[config.mk]
export PLATFORM = sky130hd
export DESIGN_NAME = axil_app_arbiter
export DESIGN_NICKNAME = d
export VERILOG_FILES = /design/src/rtl/axil_app_arbiter.sv
export SDC_FILE = /design/constraint.sdc
export NUM_CORES = 1
export LEC_CHECK = 0
export ABC_CLOCK_PERIOD_IN_PS = 1810
export BUFFER_PORTS_ARGS = -buffer_cell sky130_fd_sc_hd__clkbuf_2
export CAP_MARGIN = 20
export CORE_AREA = 2 2 173 175
export CTS_CLUSTER_DIAMETER = 60
export DETAILED_ROUTE_END_ITERATION = 8
export DIE_AREA = 0 0 175 177
export SLEW_MARGIN = 20
export SYNTH_ARGS = -nofsm -noshare
export SYNTH_HDL_FRONTEND = slang
export SYNTH_SLANG_ARGS = --single-unit
[constraint.sdc]
create_clock -name aclk -period 1.81 [get_ports aclk]
set_input_delay 0.362 -clock aclk [delete_from_list [all_inputs] [get_ports aclk]]
set_output_delay 0.362 -clock aclk [all_outputs]
set_load 0.01 [all_outputs]
[src/rtl/axil_app_arbiter.sv]
// Round-robin arbiter that serialises single read/write requests from NUM_REQ
// clients onto the application port of axis_lite_m and routes completions back.
module axil_app_arbiter #(
    parameter int unsigned NUM_REQ = 4,
    parameter int unsigned ADDR_W  = 32,
    parameter int unsigned DATA_W  = 32
) (
    input  logic                        aclk,
    input  logic                        reset,
    input  logic [NUM_REQ-1:0]          req_valid,
    input  logic [NUM_REQ-1:0]          req_write,
    input  logic [NUM_REQ*ADDR_W-1:0]   req_addr,
    input  logic [NUM_REQ*DATA_W-1:0]   req_wdata,
    output logic [NUM_REQ-1:0]          req_ready,
    output logic [NUM_REQ-1:0]          rsp_valid,
    output logic [DATA_W-1:0]           rsp_rdata,
    output logic                        rsp_error,
    output logic                        busy,
    output logic [ADDR_W-1:0]           app_waddr,
    output logic [DATA_W-1:0]           app_wdata,
    output logic                        app_wen,
    input  logic                        app_wdone,
    input  logic                        app_werror,
    output logic [ADDR_W-1:0]           app_raddr,
    output logic                        app_ren,
    input  logic [DATA_W-1:0]           app_rdata,
    input  logic                        app_rdone,
    input  logic                        app_rerror
);

    localparam int unsigned IDX_W = (NUM_REQ > 1) ? $clog2(NUM_REQ) : 1;

    typedef enum logic [1:0] {
        IDLE  = 2'd0,
        ISSUE = 2'd1,
        WAIT  = 2'd2,
        RESP  = 2'd3
    } state_t;

    state_t              state_q, state_d;
    logic [IDX_W-1:0]    last_grant_q, last_grant_d;
    logic [IDX_W-1:0]    grant_q, grant_d;
    logic                write_q, write_d;
    logic [ADDR_W-1:0]   addr_q, addr_d;
    logic [DATA_W-1:0]   wdata_q, wdata_d;
    logic [DATA_W-1:0]   rdata_q, rdata_d;
    logic                err_q, err_d;
    logic                wdone_q, rdone_q;

    logic                found;
    logic [IDX_W-1:0]    sel;
    logic [IDX_W-1:0]    cand_idx;
    int unsigned         cand;

    // Rotating priority: scan starting just after the last served requester.
    always_comb begin
        found    = 1'b0;
        sel      = '0;
        cand     = 0;
        cand_idx = '0;
        for (int unsigned i = 0; i < NUM_REQ; i++) begin
            cand     = (int'(last_grant_q) + 1 + i) % NUM_REQ;
            cand_idx = IDX_W'(cand);
            if (!found && req_valid[cand_idx]) begin
                found = 1'b1;
                sel   = cand_idx;
            end
        end
    end

    always_comb begin
        state_d      = state_q;
        last_grant_d = last_grant_q;
        grant_d      = grant_q;
        write_d      = write_q;
        addr_d       = addr_q;
        wdata_d      = wdata_q;
        rdata_d      = rdata_q;
        err_d        = err_q;
        req_ready    = '0;
        rsp_valid    = '0;
        app_wen      = 1'b0;
        app_ren      = 1'b0;
        unique case (state_q)
            IDLE: begin
                // Gated by reset so a request cannot see an accept that is never captured.
                if (found && !reset) begin
                    req_ready[sel] = 1'b1;
                    grant_d        = sel;
                    write_d        = req_write[sel];
                    addr_d         = req_addr[int'(sel)*ADDR_W +: ADDR_W];
                    wdata_d        = req_wdata[int'(sel)*DATA_W +: DATA_W];
                    state_d        = ISSUE;
                end
            end
            ISSUE: begin
                app_wen = write_q;
                app_ren = !write_q;
                state_d = WAIT;
            end
            WAIT: begin
                if (write_q && app_wdone && !wdone_q) begin
                    err_d   = app_werror;
                    rdata_d = '0;
                    state_d = RESP;
                end else if (!write_q && app_rdone && !rdone_q) begin
                    err_d   = app_rerror;
                    rdata_d = app_rdata;
                    state_d = RESP;
                end
            end
            RESP: begin
                rsp_valid[grant_q] = 1'b1;
                last_grant_d       = grant_q;
                state_d            = IDLE;
            end
            default: state_d = IDLE;
        endcase
    end

    always_ff @(posedge aclk) begin
        if (reset) begin
            state_q      <= IDLE;
            last_grant_q <= IDX_W'(NUM_REQ - 1);
            grant_q      <= '0;
            write_q      <= 1'b0;
            addr_q       <= '0;
            wdata_q      <= '0;
            rdata_q      <= '0;
            err_q        <= 1'b0;
            wdone_q      <= 1'b0;
            rdone_q      <= 1'b0;
        end else begin
            state_q      <= state_d;
            last_grant_q <= last_grant_d;
            grant_q      <= grant_d;
            write_q      <= write_d;
            addr_q       <= addr_d;
            wdata_q      <= wdata_d;
            rdata_q      <= rdata_d;
            err_q        <= err_d;
            wdone_q      <= app_wdone;
            rdone_q      <= app_rdone;
        end
    end

    assign busy      = (state_q != IDLE);
    assign app_waddr = addr_q;
    assign app_raddr = addr_q;
    assign app_wdata = wdata_q;
    assign rsp_rdata = (state_q == RESP) ? rdata_q : '0;
    assign rsp_error = (state_q == RESP) ? err_q : 1'b0;

endmodule

==> qor.csv, run 1 <==
metric,value,unit
cellPowerDensity,1149,nW/um2
dominantRegCellSynth,dfxtp_1,
drc,0,
fin_nets,1503,
synth_top_area_frac,0.3307,
crit_type,flop to primary output,
hp-class,input port to flop,
worstPathRequired,1450,ps
cts_htree_levels,3,
max-slew-margin-rel,0.7483,
routabilityCongestion,0.8276,
netlist_area,6417,um2
crit_chain,inv_2 > ha_4 > o41a_4 > nor2b_4 > o21ai_4 > a211oi_4 > buf_2,
min_period_over_period,1.165,
synth_nets,1042,
final_common_cell,clkbuf_2,
wl_met3,1696,um
maxCapViolations,0,
grt_max_degree,79,
start_kind,flop,
die_width,175,um
slowest_delay,330,ps
violations,negative setup slack,
clkLatencyLatePin,360,ps
synth_area_leader_cell,dfxtp_1,
fmax,0.4741,GHz
rows,63,
status,"finished, violations left",
initial_core_util,0.2194,
clock-sinks,106,
root_buffer,clkbuf_16,
post-place-ws,-229.6,ps
ys_types,36,
antenna_cells,0,
initialDrtViolationCount,284,
area_growth,72.43,%
die_h,177,um
wl,27280,um
drt-vias-per-instance,4.641,
wl_met1,10660,um
worstSetupEndpointType,primary output,
setup_ws,-299.3,ps
overflow,0,
most-common-layout-cells,"clkbuf_2 (424), dfxtp_1 (101), nand2_1 (65)",
port_buffers,441,
post-route-min-period,2109,ps
final_core_util,0.3784,
grt_pass1_vias,7252,
synthTopCellsByArea,"dfxtp_1 (33%), mux2i_1 (15%), a211oi_2 (5.8%)",
cp_max_fo,3,
routed.top_layer,met5,
syn_avg_cell_area,8.719,um2
antenna_found_initial,2,
hold_violations,0,
peakVddDrop,0.5875,mV
cp.buffers_inverters,2,
ys_warn_count,0,
core,29240,um2
setup_violations,79,
rsz0062_at_grt,yes,
drtAntennaViolNets,0,
worst_path_dominant_cell_family,compound AO/OA/AOI/OAI gates,
cts_made_buffers,9,
postSynthCellCount,736,
hpwl,19840,um
wl_per_cell,17.14,um
io_pins,442,
grt_pass1_wl,40010,um
synthArstFlopShare,0,
cp.arrival,1750,ps
cts_tree,yes,
grt_use_total,0.1665,
clk_pin_slew,90,ps
dr.pass1.iters,4,
wl_met2,14250,um
ys_ff_latch,106,
synth_edf_count,0,
p_leak,5.223,nW
drive_above_1_share,0.6007,
dieArea,30980,um2
fin_total_pwr,12.71,mW
cts_hold_buf,0,
tns,-7661,ps
slew_viol_final,0,
worst_pin_slew,377.6,ps
clock-skew-final,11.58,ps
dr_total_vias,7389,
seq_area_frac_synth,0.3307,
cts_max_path_buffers,2,
critical-path-slowest-cell,dfxtp_2,
[state kept, by name, indices dropped and copies added (netlist names)]
| register | flops |
|---|---|
| grant_q | 2 |
| wdone_q | 1 |
| state_q | 2 |
| write_q | 1 |
| app_raddr | 32 |
| last_grant_q | 2 |
| rdone_q | 1 |
| err_q | 1 |
| app_wdata | 32 |
| rdata_q | 32 |
[synth_stat cells (2+ instances only)]
cell	n
a211oi_2	30
dfxtp_1	106
o21bai_1	36
a21oi_1	34
buf_2	16
buf_6	11
and3_1	2
a211oi_1	44
ha_1	4
nor3_1	2
o21ai_1	2
clkbuf_1	39
nor2b_1	7
nand2b_1	2
and2_1	37
nor3b_1	2
mux2i_1	96
buf_1	2
nand3_1	32
o21ai_2	2
nor2_1	14
inv_1	40
a31oi_1	36
buf_4	34
o221ai_1	29
nand2_1	67
[routing by layer]
| metal | track usage | vias to the layer above |
|---|---|---|
| met2 | 0.3052 | 317 |
| met4 | 0.05903 | 4 |
| li1 | - | 3537 |
| met1 | 0.1892 | 3488 |
| met5 | 0 | - |
| met3 | 0.03737 | 43 |
[layout make-up]
cell class / count / area, um2
multi-input combinational: 488 / 4329
sequential: 106 / 2131
fill: 2972 / 18180
inverter: 40 / 150.1
tap: 390 / 488.0
clock buffer: 9 / 225.2
timing repair buffer: 552 / 3635
clock inverter: 7 / 107.6
[logic make-up (layout without fill, tap and decap cells)]
family / count (synthesis) / after routing / synth area share
flops: 106 / 106 / 0.3307
simple gates: 168 / 168 / 0.1265
fa+ha+maj: 4 / 4 / 0.007799
compound gates: 220 / 220 / 0.2663
mux: 96 / 96 / 0.1497
buf+inv: 142 / 608 / 0.1189
[through the flow]
stage	cell area, um2	hold WS, ps	instances
global route	11070	222.5	1592
finish	11070	222.4	1592
CTS	10420	202.3	1580
global placement	9301	433.2	1539
floorplan	6451	427.3	736
detailed placement	9301	439.4	1539
[worst paths after layout]
| check | start | endpoint | slack (ps) | cells past startpoint |
|---|---|---|---|---|
| setup / recovery | state_q[1] | req_ready[0] | -300 | 7 |
| hold / removal | app_rdone | rdone_q | 220 | 2 |
| setup reg to reg | last_grant_q[0] | app_raddr[20] | -150 | 10 |
| hold reg to reg | rdata_q[23] | rdata_q[23] | 450 | 2 |
[power by group]
part,internal (mW),switching [mW]
Sequential,3.07,0.596
Clock,1.25,1.07
Combinational,3.32,3.41
[timing repair]
action,CTS,global route
buffers inserted,21,18
pin swaps,66,26
gates resized for setup,110,140
setup endpoints to repair,61,117
cloned,6,0
(Power assumes the default switching activity.)
==> run 2: changes to the inputs <==
--- a/config.mk
+++ b/config.mk
@@ -13,5 +13,4 @@
 export DETAILED_ROUTE_END_ITERATION = 8
 export DIE_AREA = 0 0 175 177
-export SLEW_MARGIN = 20
 export SYNTH_ARGS = -nofsm -noshare
 export SYNTH_HDL_FRONTEND = slang
==> constraint.sdc (replaced) <==
create_clock -name aclk -period 1.81 [get_ports aclk]
set_input_delay 0.0905 -clock aclk [delete_from_list [all_inputs] [get_ports aclk]]
set_output_delay 0.0905 -clock aclk [all_outputs]
set_load 0.01 [all_outputs]
==> qor.csv, run 2 (same netlist as run 1, synthesis figures left out) <==
metric,value,unit,change
area_growth,58.63,%,
wl_met1,10480,um,-1.7%
dr_total_vias,7310,,-1.1%
io_pins,442,,unchanged
cts_tree,yes,,
drt-vias-per-instance,4.632,,-0.19%
routed.top_layer,met4,,
core,29240,um2,unchanged
p_leak,5.072,nW,-2.9%
worstSetupEndpointType,primary output,,
overflow,0,,unchanged
min_period_over_period,0.9874,,-0.1779
initialDrtViolationCount,307,,+8.1%
maxCapViolations,0,,unchanged
hpwl,19100,um,-3.7%
cts_htree_levels,3,,unchanged
cts_made_buffers,9,,unchanged
cp.arrival,1700,ps,-50 ps
setup_violations,0,,-100%
status,"complete, no violations",,
post-place-ws,-11.33,ps,+218.2 ps
rows,63,,unchanged
antenna_found_initial,0,,-2
wl_met2,13820,um,-3.0%
clkLatencyLatePin,360,ps,about the same
dr.pass1.iters,4,,unchanged
switchingPower,4.664,mW,-8.2%
grt_pass1_wl,39320,um,-1.7%
clock-sinks,106,,unchanged
n_fill_cell,3037,,+2.2%
die_width,175,um,unchanged
comb_power_share,0.495,,-0.034
placed_cells,1510,,-1.9%
grt_max_degree,79,,unchanged
hold_violations,0,,unchanged
crit_chain,inv_2 > ha_4 > o41a_4 > nor2b_4 > o21ai_4 > a211oi_2 > buf_4,,
drc,0,,unchanged
hold_ws,34.34,ps,-188.1 ps
cellPowerDensity,1111,nW/um2,-3.3%
pwr-share-seq,0.320,,+0.032
post-route-min-period,1787,ps,-322.1 ps
worstPathRequired,1720,ps,+270 ps
switching_share,0.4125,,+0.01289
wl,26520,um,-2.8%
cp_max_fo,3,,unchanged
rsz0062_at_grt,yes,,
worst_pin_slew,413.9,ps,+36.33 ps
worst_path_dominant_cell_family,compound AO/OA/AOI/OAI gates,,
fmax,0.5595,GHz,+18%
slew_viol_final,0,,unchanged
wl_met3,1550,um,-8.6%
initial_core_util,0.2194,,unchanged
clock-skew-final,12.19,ps,+0.6154 ps
critical-path-slowest-cell,dfxtp_2,,
dieArea,30980,um2,unchanged
slowest_delay,330,ps,about the same
fin_nets,1489,,-0.93%
peakVddDrop,0.4740,mV,-19%
cp.buffers_inverters,2,,unchanged
die_h,177,um,unchanged
fin_total_pwr,11.31,mW,-11%
grt_use_total,0.1630,,-0.003487
drtAntennaViolNets,0,,unchanged
cts_max_path_buffers,2,,unchanged
port_buffers,441,,unchanged
wl_per_cell,16.80,um,-1.9%
clk_pin_slew,80,ps,about the same
intPower,6.642,mW,-13%
final_cells,1578,,-0.88%
antenna_cells,0,,unchanged
root_buffer,clkbuf_16,,
max-slew-margin-rel,0.7241,,-0.02422
most-common-layout-cells,"clkbuf_2 (438), dfxtp_1 (102), mux2i_1 (95)",,
routabilityCongestion,0.8661,,+4.7%
clock_power_share,0.185,,+0.003
grt_pass1_vias,7292,,+0.55%
start_kind,flop,,
hp-class,input port to flop,,
final_common_cell,clkbuf_2,,
crit_type,flop to primary output,,
setup_ws,22.78,ps,+322.1 ps
drive_above_1_share,0.5000,,-0.1007
[run 2: cell types whose count changed in the layout (fill, tap and decap cells not counted), sizes merged]
cell / delta
clkinv: +2
inv: +1
bufinv: -2
bufbuf: +2
clkinvlp: -1
dlygate4sd3: +36
buf: -66
clkbuf: +14
[run 2: cell type report]
class,instances,area [um2],area share
Clock inverter,7,78.83,0.007743
Multi-Input combinational cell,488,3766,0.3700
Inverter,40,150.1,0.01475
Timing Repair Buffer,538,3344,0.3285
Clock buffer,9,225.2,0.02212
Sequential cell,106,2127,0.2089
Tap cell,390,488.0,0.04793
[run 2: final timing paths]
check	cells after the start	slack [ps]	endpoint	start
worst max-delay path	7	20	req_ready[0]	state_q[1]
worst min-delay path	3	30	app_raddr[4]	req_addr[36]
worst max register to register	9	60	app_raddr[6]	state_q[1]
worst min register to register	2	450	rdata_q[9]	rdata_q[9]
[run 2: metal layers]
| metal | vias to the layer above | track usage |
|---|---|---|
| li1 | 3525 | - |
| met3 | 41 | 0.03071 |
| met4 | 0 | 0.05903 |
| met2 | 313 | 0.3039 |
| met5 | - | 0 |
| met1 | 3431 | 0.1843 |
[run 2: repair_timing]
| item | CTS | global route |
|---|---|---|
| setup buffers | 12 | 3 |
| gates cloned | 2 | 1 |
| resized for setup | 31 | 26 |
| hold endpoints to repair | 35 | 0 |
| hold buffers | 36 | 0 |
| endpoints found under the setup margin | 12 | 24 |
| pin swaps | 7 | 4 |
[run 2: worst min-delay path, stage by stage]
cell and delay, ps:
clkbuf_2 70, mux2i_1 50, o221ai_1 140
[run 2: power by group through the flow]
stage	clock (mW)	combinational, mW	sequential [mW]
floorplan	0	2.95	3.80
global placement	0	5.15	3.64
detailed placement	0	5.20	3.65
CTS	2.20	5.48	3.62
global route	2.31	6.03	3.70
finish	2.10	5.59	3.62
[run 2: per-stage QoR]
step,utilization,setup TNS [ps],cell area [um2]
finish,0.3481,0,10180
global route,0.3481,-367.5,10180
CTS,0.3424,-28.15,10010
detailed placement,0.3113,-16.95,9105
global placement,0.3113,0,9105
floorplan,-,0,6417
